==> config.mk <==
export PLATFORM = sky130hd
export DESIGN_NAME = condicionador_jogada
export DESIGN_NICKNAME = d
export VERILOG_FILES = /design/src/rtl/condicionador_jogada.sv
export SDC_FILE = /design/constraint.sdc
export NUM_CORES = 1
export LEC_CHECK = 0
export BUFFER_PORTS_ARGS = -buffer_cell sky130_fd_sc_hd__buf_2
export CAP_MARGIN = 40
export CORE_AREA = 2 2 53 55
export DETAILED_ROUTE_END_ITERATION = 8
export DIE_AREA = 0 0 55 57
export PLACE_DENSITY = 0.72
export SYNTH_ARGS = -nofsm -noshare
export SYNTH_HDL_FRONTEND = slang
export SYNTH_SLANG_ARGS = --single-unit
==> constraint.sdc <==
create_clock -name clock -period 3.75 [get_ports clock]
set_input_delay 0.1875 -clock clock [delete_from_list [all_inputs] [get_ports clock]]
set_output_delay 0.1875 -clock clock [all_outputs]
set_load 0.1 [all_outputs]
==> src/rtl/condicionador_jogada.sv <==
// condicionador_jogada: synchronizes, debounces and one-hot-filters the raw button vector,
// emitting one tem_jogada pulse per physical press and requiring full release to re-arm.
module condicionador_jogada #(
   parameter int DEBOUNCE_CICLOS = 20,
   parameter int LARGURA_CNT     = 10
) (
   input  logic       clock,
   input  logic       reset,
   input  logic [3:0] botoes,
   output logic [3:0] jogada,
   output logic       tem_jogada,
   output logic       jogada_invalida,
   output logic [2:0] db_estado
);
   typedef enum logic [2:0] {
      ESPERA   = 3'b000,
      FILTRA   = 3'b001,
      REGISTRA = 3'b010,
      INVALIDA = 3'b011,
      SOLTA    = 3'b100
   } estado_t;
   localparam logic [LARGURA_CNT-1:0] FIM = LARGURA_CNT'(DEBOUNCE_CICLOS - 1);
   estado_t r_estado, w_prox;
   logic [3:0] r_sync1, r_sync2, r_cand, w_cand, r_jogada;
   logic [LARGURA_CNT-1:0] r_cnt, w_cnt;
   logic w_fim, w_onehot;
   assign w_fim    = r_cnt == FIM;
   assign w_onehot = (r_cand != 4'd0) && ((r_cand & (r_cand - 4'd1)) == 4'd0);
   always_ff @(posedge clock) begin
      if (reset) begin
         r_sync1  <= '0;
         r_sync2  <= '0;
         r_estado <= ESPERA;
         r_cnt    <= '0;
         r_cand   <= '0;
         r_jogada <= '0;
      end else begin
         r_sync1  <= botoes;
         r_sync2  <= r_sync1;
         r_estado <= w_prox;
         r_cnt    <= w_cnt;
         r_cand   <= w_cand;
         if (r_estado == FILTRA && w_prox == REGISTRA) r_jogada <= r_cand;
      end
   end
   always_comb begin
      w_prox = r_estado;
      w_cnt  = r_cnt;
      w_cand = r_cand;
      case (r_estado)
         ESPERA:
            if (r_sync2 != 4'd0) begin
               w_cand = r_sync2;
               w_cnt  = '0;
               w_prox = FILTRA;
            end
         FILTRA:
            if (r_sync2 != r_cand) begin
               if (r_sync2 == 4'd0) w_prox = ESPERA;
               else begin
                  w_cand = r_sync2;
                  w_cnt  = '0;
               end
            end else if (w_fim) w_prox = w_onehot ? REGISTRA : INVALIDA;
            else w_cnt = r_cnt + 1'b1;
         REGISTRA, INVALIDA: begin
            w_prox = SOLTA;
            w_cnt  = '0;
         end
         SOLTA:
            if (r_sync2 != 4'd0) w_cnt = '0;
            else if (w_fim) w_prox = ESPERA;
            else w_cnt = r_cnt + 1'b1;
         default: w_prox = ESPERA;
      endcase
   end
   always_comb begin
      jogada          = r_jogada;
      tem_jogada      = r_estado == REGISTRA;
      jogada_invalida = r_estado == INVALIDA;
      db_estado       = r_estado;
   end
endmodule
### Yosys cells after proc, flatten, opt, wreduce, memory -nomap -nowiden

Cells that the tools add are included.

| storage, ports and cells | value |
|---|---|
| memories kept | 0 |
| bits in latches | 0 |
| bits in read-only memories | 0 |
| register bits | 29 |
| word-level logic and storage cells | 50 |
| RAM bits | 0 |

| operators by class | value |
|---|---|
| magnitude comparators | 0 |
| $add $sub $neg | 2 |
| bitwise logic cells | 1 |
| reductions and logical operators | 12 |
| multiplexer cells | 18 |
| multipliers | 0 |
| divide/modulo/power cells | 0 |
| shift-type cells | 0 |
| equal/unequal tests | 11 |

Operator list:

| kind | count |
|---|---|
| 10-bit 2-to-1 mux | 5 |
| 10-bit one-hot mux with 4 select lines | 1 |
| 3-bit 2-to-1 mux | 6 |
| 4-bit 2-to-1 mux | 3 |
| 3-bit one-hot mux with 4 select lines | 1 |
| 4-bit nonzero test | 3 |
| 10-bit by 1-bit adder with 10-bit output (second input constant) | 1 |
| 10-bit by 5-bit equality test with 1-bit output (second input constant) | 1 |
| 3-bit by 2-bit equality test with 1-bit output (second input constant) | 3 |
| 4-bit logical NOT | 2 |
| 4-bit one-hot mux with 2 select lines | 1 |
| 4-bit bitwise AND | 1 |
| 2-bit != test (second input constant) | 2 |
| 4-bit != test | 1 |
| 4-bit AND reduction | 1 |
| 4-bit by 1-bit subtractor with 4-bit output (second input constant) | 1 |
| 3-bit by 1-bit equality test with 1-bit output (second input constant) | 1 |
| 3-bit equality test (second input constant) | 1 |
| 3-bit logical NOT | 1 |
| 3-bit != test (second input constant) | 1 |
| 3-bit AND reduction | 1 |
| 1-bit logical AND | 2 |
| 2-bit by 1-bit != test with 1-bit output (second input constant) | 1 |
| 2-bit nonzero test | 1 |
| 2 further kinds | 2 |

### Longest topological paths before layout

| depth | value |
|---|---|
| depth in word-level cells | 10 |
| depth in mapped cells | 7 |
| mapped depth without buffers | 6 |

### Worst setup path after synthesis

OpenSTA, ideal clock, no wires.

| path | value |
|---|---|
| path type | flip-flop to output port |
| start point | reg r_estado[0], in the netlist db_estado[0] |
| end point | out jogada_invalida |
| data arrival time | 2.581 ns |
| path slack | 0.981 ns |
| cell stages (with the launch flop) | 4 |
| cell sequence | dfxtp_1 buf_4 inv_1 nor2_1 |

| on the way | value |
|---|---|
| cells in the longest elaborated chain, start to end | 1 |

RTL lines:

| what | line | text |
|---|---|---|
| start: declaration | 23 | `estado_t r_estado, w_prox;` |
| start signal: assignment | 40 | `r_estado <= w_prox;` |
| 3-bit by 2-bit equality test with 1-bit output | 80 | `jogada_invalida = r_estado == INVALIDA;` |
| end: declaration | 12 | `output logic jogada_invalida,` |

No other way between the ends.

### Worst setup path in the final report

| path | value |
|---|---|
| start point | reg r_cand[3] |
| end point | reg r_cnt[7] |

| on the way | value |
|---|---|
| cells in the longest elaborated chain, start to end | 3 |
| elaborated cells on any way between the ends | 5 |
| those cells by class | 2 x eq/ne; 2 x mux; 1 x reduce/logical |

RTL lines:

| what | line | text |
|---|---|---|
| start: declaration | 24 | `logic [3:0] r_sync1, r_sync2, r_cand, w_cand, r_jogada;` |
| start signal: assignment | 42 | `r_cand <= w_cand;` |
| 4-bit != test * | 58 | `if (r_sync2 != r_cand) begin` |
| 10-bit 2-to-1 mux / 3-bit != test (equally long branches) | n/a |  |
| 10-bit one-hot mux with 4 select lines / 3-bit AND reduction (equally long branches) | n/a |  |
| end signal: assignment | 41 | `r_cnt <= w_cnt;` |
| end: declaration | 25 | `logic [LARGURA_CNT-1:0] r_cnt, w_cnt;` |

Every way passes the cells marked *; elsewhere a longest branch is shown, timed or not.
A chain may end at the register's enable or synchronous reset.

==> impl_metrics.py <==
metrics = {
    "clock_network": {
        "clockBufferDepth": 2,
        "cts_tree": "done",
        "htree_levels": 2,
        "root_buffer": "clkbuf_4",
        "cts_made_buffers": 5,
        "cts-hold-fix-buffers": 0,
        "clk_pin_slew_ns": 0.09,
        "cts_setup_buffers": 0,
        "cts.sinks": 29,
        "insertion_delay_ns": 0.33,
        "cts-resized-gates": 0,
    },
    "placement": {
        "dp_cells": 192,
        "portBuffers": 14,
        "place.gp.congestion": 0.868,
        "pre_cts_slack_ns": 1.72,
        "dpl.hpwl_um": 1940,
    },
    "sta": {
        "slew_viol_final": 0,
        "hold_viol": 0,
        "fin_setup_tns_ns": 0,
        "finalSetupViolations": 0,
        "worst_pin_slew_ns": 0.710,
        "worst_slack_ns": 1.69,
        "max_slew_margin_pct": 51.9,
        "fin_crit_sh_pct": 55.0,
        "period_minus_slack_ns": 2.06,
        "clock.fmax_mhz": 485,
        "finalClockSkew_ns": 0.00506,
        "rsz0062_at_grt": "no",
    },
    "grt": {
        "grt.total_usage_pct": 19.7,
        "grt_pass1_wl_um": 4490,
        "grt_pass1_vias": 1041,
        "antenna_found_initial": 0,
        "grt_overflow_total": 0,
        "grt_max_degree": 22,
    },
    "final_layout": {
        "syn2layout_area_growth_pct": 8.73,
        "regArea_um2": 581,
        "layout_common_cells": "29 x dfxtp_1, 19 x a21oi_1, 14 x buf_2, 12 x o21ai_0, 11 x nor2_1",
        "fin_nets": 175,
        "multi_input_area_um2": 728,
        "drive_gt1_share_pct": 16.6,
        "final_cell_count_no_fill": 200,
        "final_common_cell": "dfxtp_1",
        "post-route-util_pct": 56.6,
        "fillers": 268,
        "diodes": 0,
    },
    "yosys": {
        "yosysWarnings": 0,
        "synth_fa_ha_area_share_pct": 0.919,
        "synth_compound_area_share_pct": 19.3,
        "synthSimpleGateAreaFrac_pct": 27.1,
        "ys_ff_latch": 29,
        "syn_avg_cell_area_um2": 8.90,
        "synth_cell_types": 35,
        "synth_fp_nets": 160,
        "synthMuxAreaShare_pct": 2.94,
        "yosysSeqAreaShare_pct": 42.6,
        "synth_top_family_by_area": "simple AND/OR/NAND/NOR gates",
        "syn_area_um2": 1360,
        "synth-xor-area-share_pct": 3.22,
        "syn_inst": 153,
    },
    "routing": {
        "route.detailed.drc": 0,
        "wl_um": 2650,
        "num_vias": 1179,
        "first_pass_iters": 4,
        "viasPerCell": 5.90,
        "wl_per_cell_um": 13.2,
        "drtAntennaViolNets": 0,
        "first_iter_violations": 44,
    },
    "die": {
        "die_width_um": 55,
        "io_pins": 15,
        "dieArea_um2": 3140,
        "die_h_um": 57,
        "floorplan.rows": 19,
        "start_util_pct": 52.1,
        "core_um2": 2620,
    },
    "setup_path": {
        "path_cells": "xnor2_1 -> and4_1 -> a31oi_2 -> or4_1 -> a21oi_1",
        "worst-path-max-fanout": 12,
        "timing.critical_path.buf_inv": 0,
        "crit_family": "simple AND/OR/NAND/NOR gates",
        "worst_ep_arrival_time_ns": 2.32,
        "max_stage_delay_ns": 0.57,
        "endpoint_kind": "flop",
        "cpMaxStageDelayCell": "or4_1",
        "start_kind": "flop",
        "path_class": "flop to flop",
        "worstPathRequired_ns": 4.01,
    },
    "run_status": {
        "outcome": "finished, final reports clean",
    },
    "power": {
        "p_leak_nw": 0.518,
        "finalPower_mw": 0.568,
        "p_per_area_nw_per_um2": 384,
        "peakVddDrop_v": 0.000277,
    },
    "hold_path": {
        "hold_class": "primary input to flop",
    },
    "run": {
        "drv_cap": 0,
    },
}
synthesized netlist by cell type:
master / n / share of area, %
dfxtp_1: 29 / 43
a21oi_1: 19 / 7.0
o21ai_0: 12 / 4.4
nor2_1: 11 / 3.0
nand3_1: 8 / 2.9
nor2b_1: 8 / 3.7
or3_1: 6 / 2.8
or4_1: 5 / 2.8
xnor2_1: 5 / 3.2
mux2i_1: 4 / 2.9
nand2_1: 4 / 1.1
nand4_1: 4 / 1.8
and4_1: 3 / 1.9
clkbuf_1: 3 / 0.83
inv_1: 3 / 0.83
nor3_1: 3 / 1.1
nor4_1: 3 / 1.4
o31ai_1: 3 / 1.7
or4b_2: 3 / 2.2
buf_6: 2 / 1.7
a211oi_1: 1 / 0.55
a211oi_4: 1 / 1.5
a22o_1: 1 / 0.64
a22oi_1: 1 / 0.55
a31oi_2: 1 / 0.92
buf_4: 1 / 0.55
ha_1: 1 / 0.92
nand2b_1: 1 / 0.46
nand3b_1: 1 / 0.55
nor4_2: 1 / 0.92
o211ai_1: 1 / 0.55
o21a_1: 1 / 0.55
o21ai_1: 1 / 0.37
o311ai_1: 1 / 0.64
or2_2: 1 / 0.46
sequential cells by signal, indices dropped and copies added, names as in the netlist:
signal / flops
jogada: 4
r_cand: 4
r_sync2: 4
db_estado: 3
r_sync1: 4
r_cnt: 10
layout make-up:
class | count | share of cell area (%)
tap | 31 | 2.62
timing repair buffer | 14 | 4.73
inverter | 3 | 0.761
multi-input combinational | 115 | 49.2
clock buffer | 6 | 2.79
clock inverter | 2 | 0.676
sequential | 29 | 39.2
worst register-to-register path, delay by kind of cell, from the launching register on:
| kind | cells | cell delay [ns] |
|---|---|---|
| XOR/XNOR | 1 | 0.17 |
| flip-flops | 1 | 0.45 |
| AO/OA/AOI/OAI | 2 | 0.42 |
| AND/OR/NAND/NOR | 2 | 0.96 |
report_power, final:
group | switching (mW) | internal, mW | leakage, nW | total, mW
logic | 0.0424 | 0.0244 | 0.251 | 0.0668
registers | 0.0103 | 0.316 | 0.236 | 0.326
clock network | 0.104 | 0.0711 | 0.0320 | 0.175
metal layers:
layer	wire [um]	vias up	global-route usage, %
met5	0	-	0
met4	52	0	8.36
met3	132	5	7.07
met2	1210	30	28.2
met1	1250	542	26.7
li1	-	602	-
logic make-up (layout without fill, tap and decap cells):
| logic type | count (synthesis) | after routing |
|---|---|---|
| compound gates | 43 | 43 |
| xor+xnor | 5 | 5 |
| fa+ha+maj | 1 | 1 |
| buf+inv | 9 | 25 |
| flops | 29 | 29 |
| mux | 4 | 4 |
| simple gates | 62 | 62 |
path summary, 6_finish.rpt:
path,start,endpoint,slack [ns],cells after the start
worst max-delay path,r_cand[3],r_cnt[7],1.69,5
worst min-delay path,botoes[1],r_sync1[1],0.07,2
worst max register to register,r_cand[3],r_cnt[7],1.69,5
worst min register to register,r_sync1[0],r_sync2[0],0.45,1
stage by stage:
stage	hold WS, ns	instance area [um^2]
floorplan	0.316	1360
CTS	0.0590	1480
global placement	0.396	1430
detailed placement	0.404	1430
finish	0.0674	1480
global route	0.0783	1480
No activity file was read; power rests on OpenSTA's default activity.
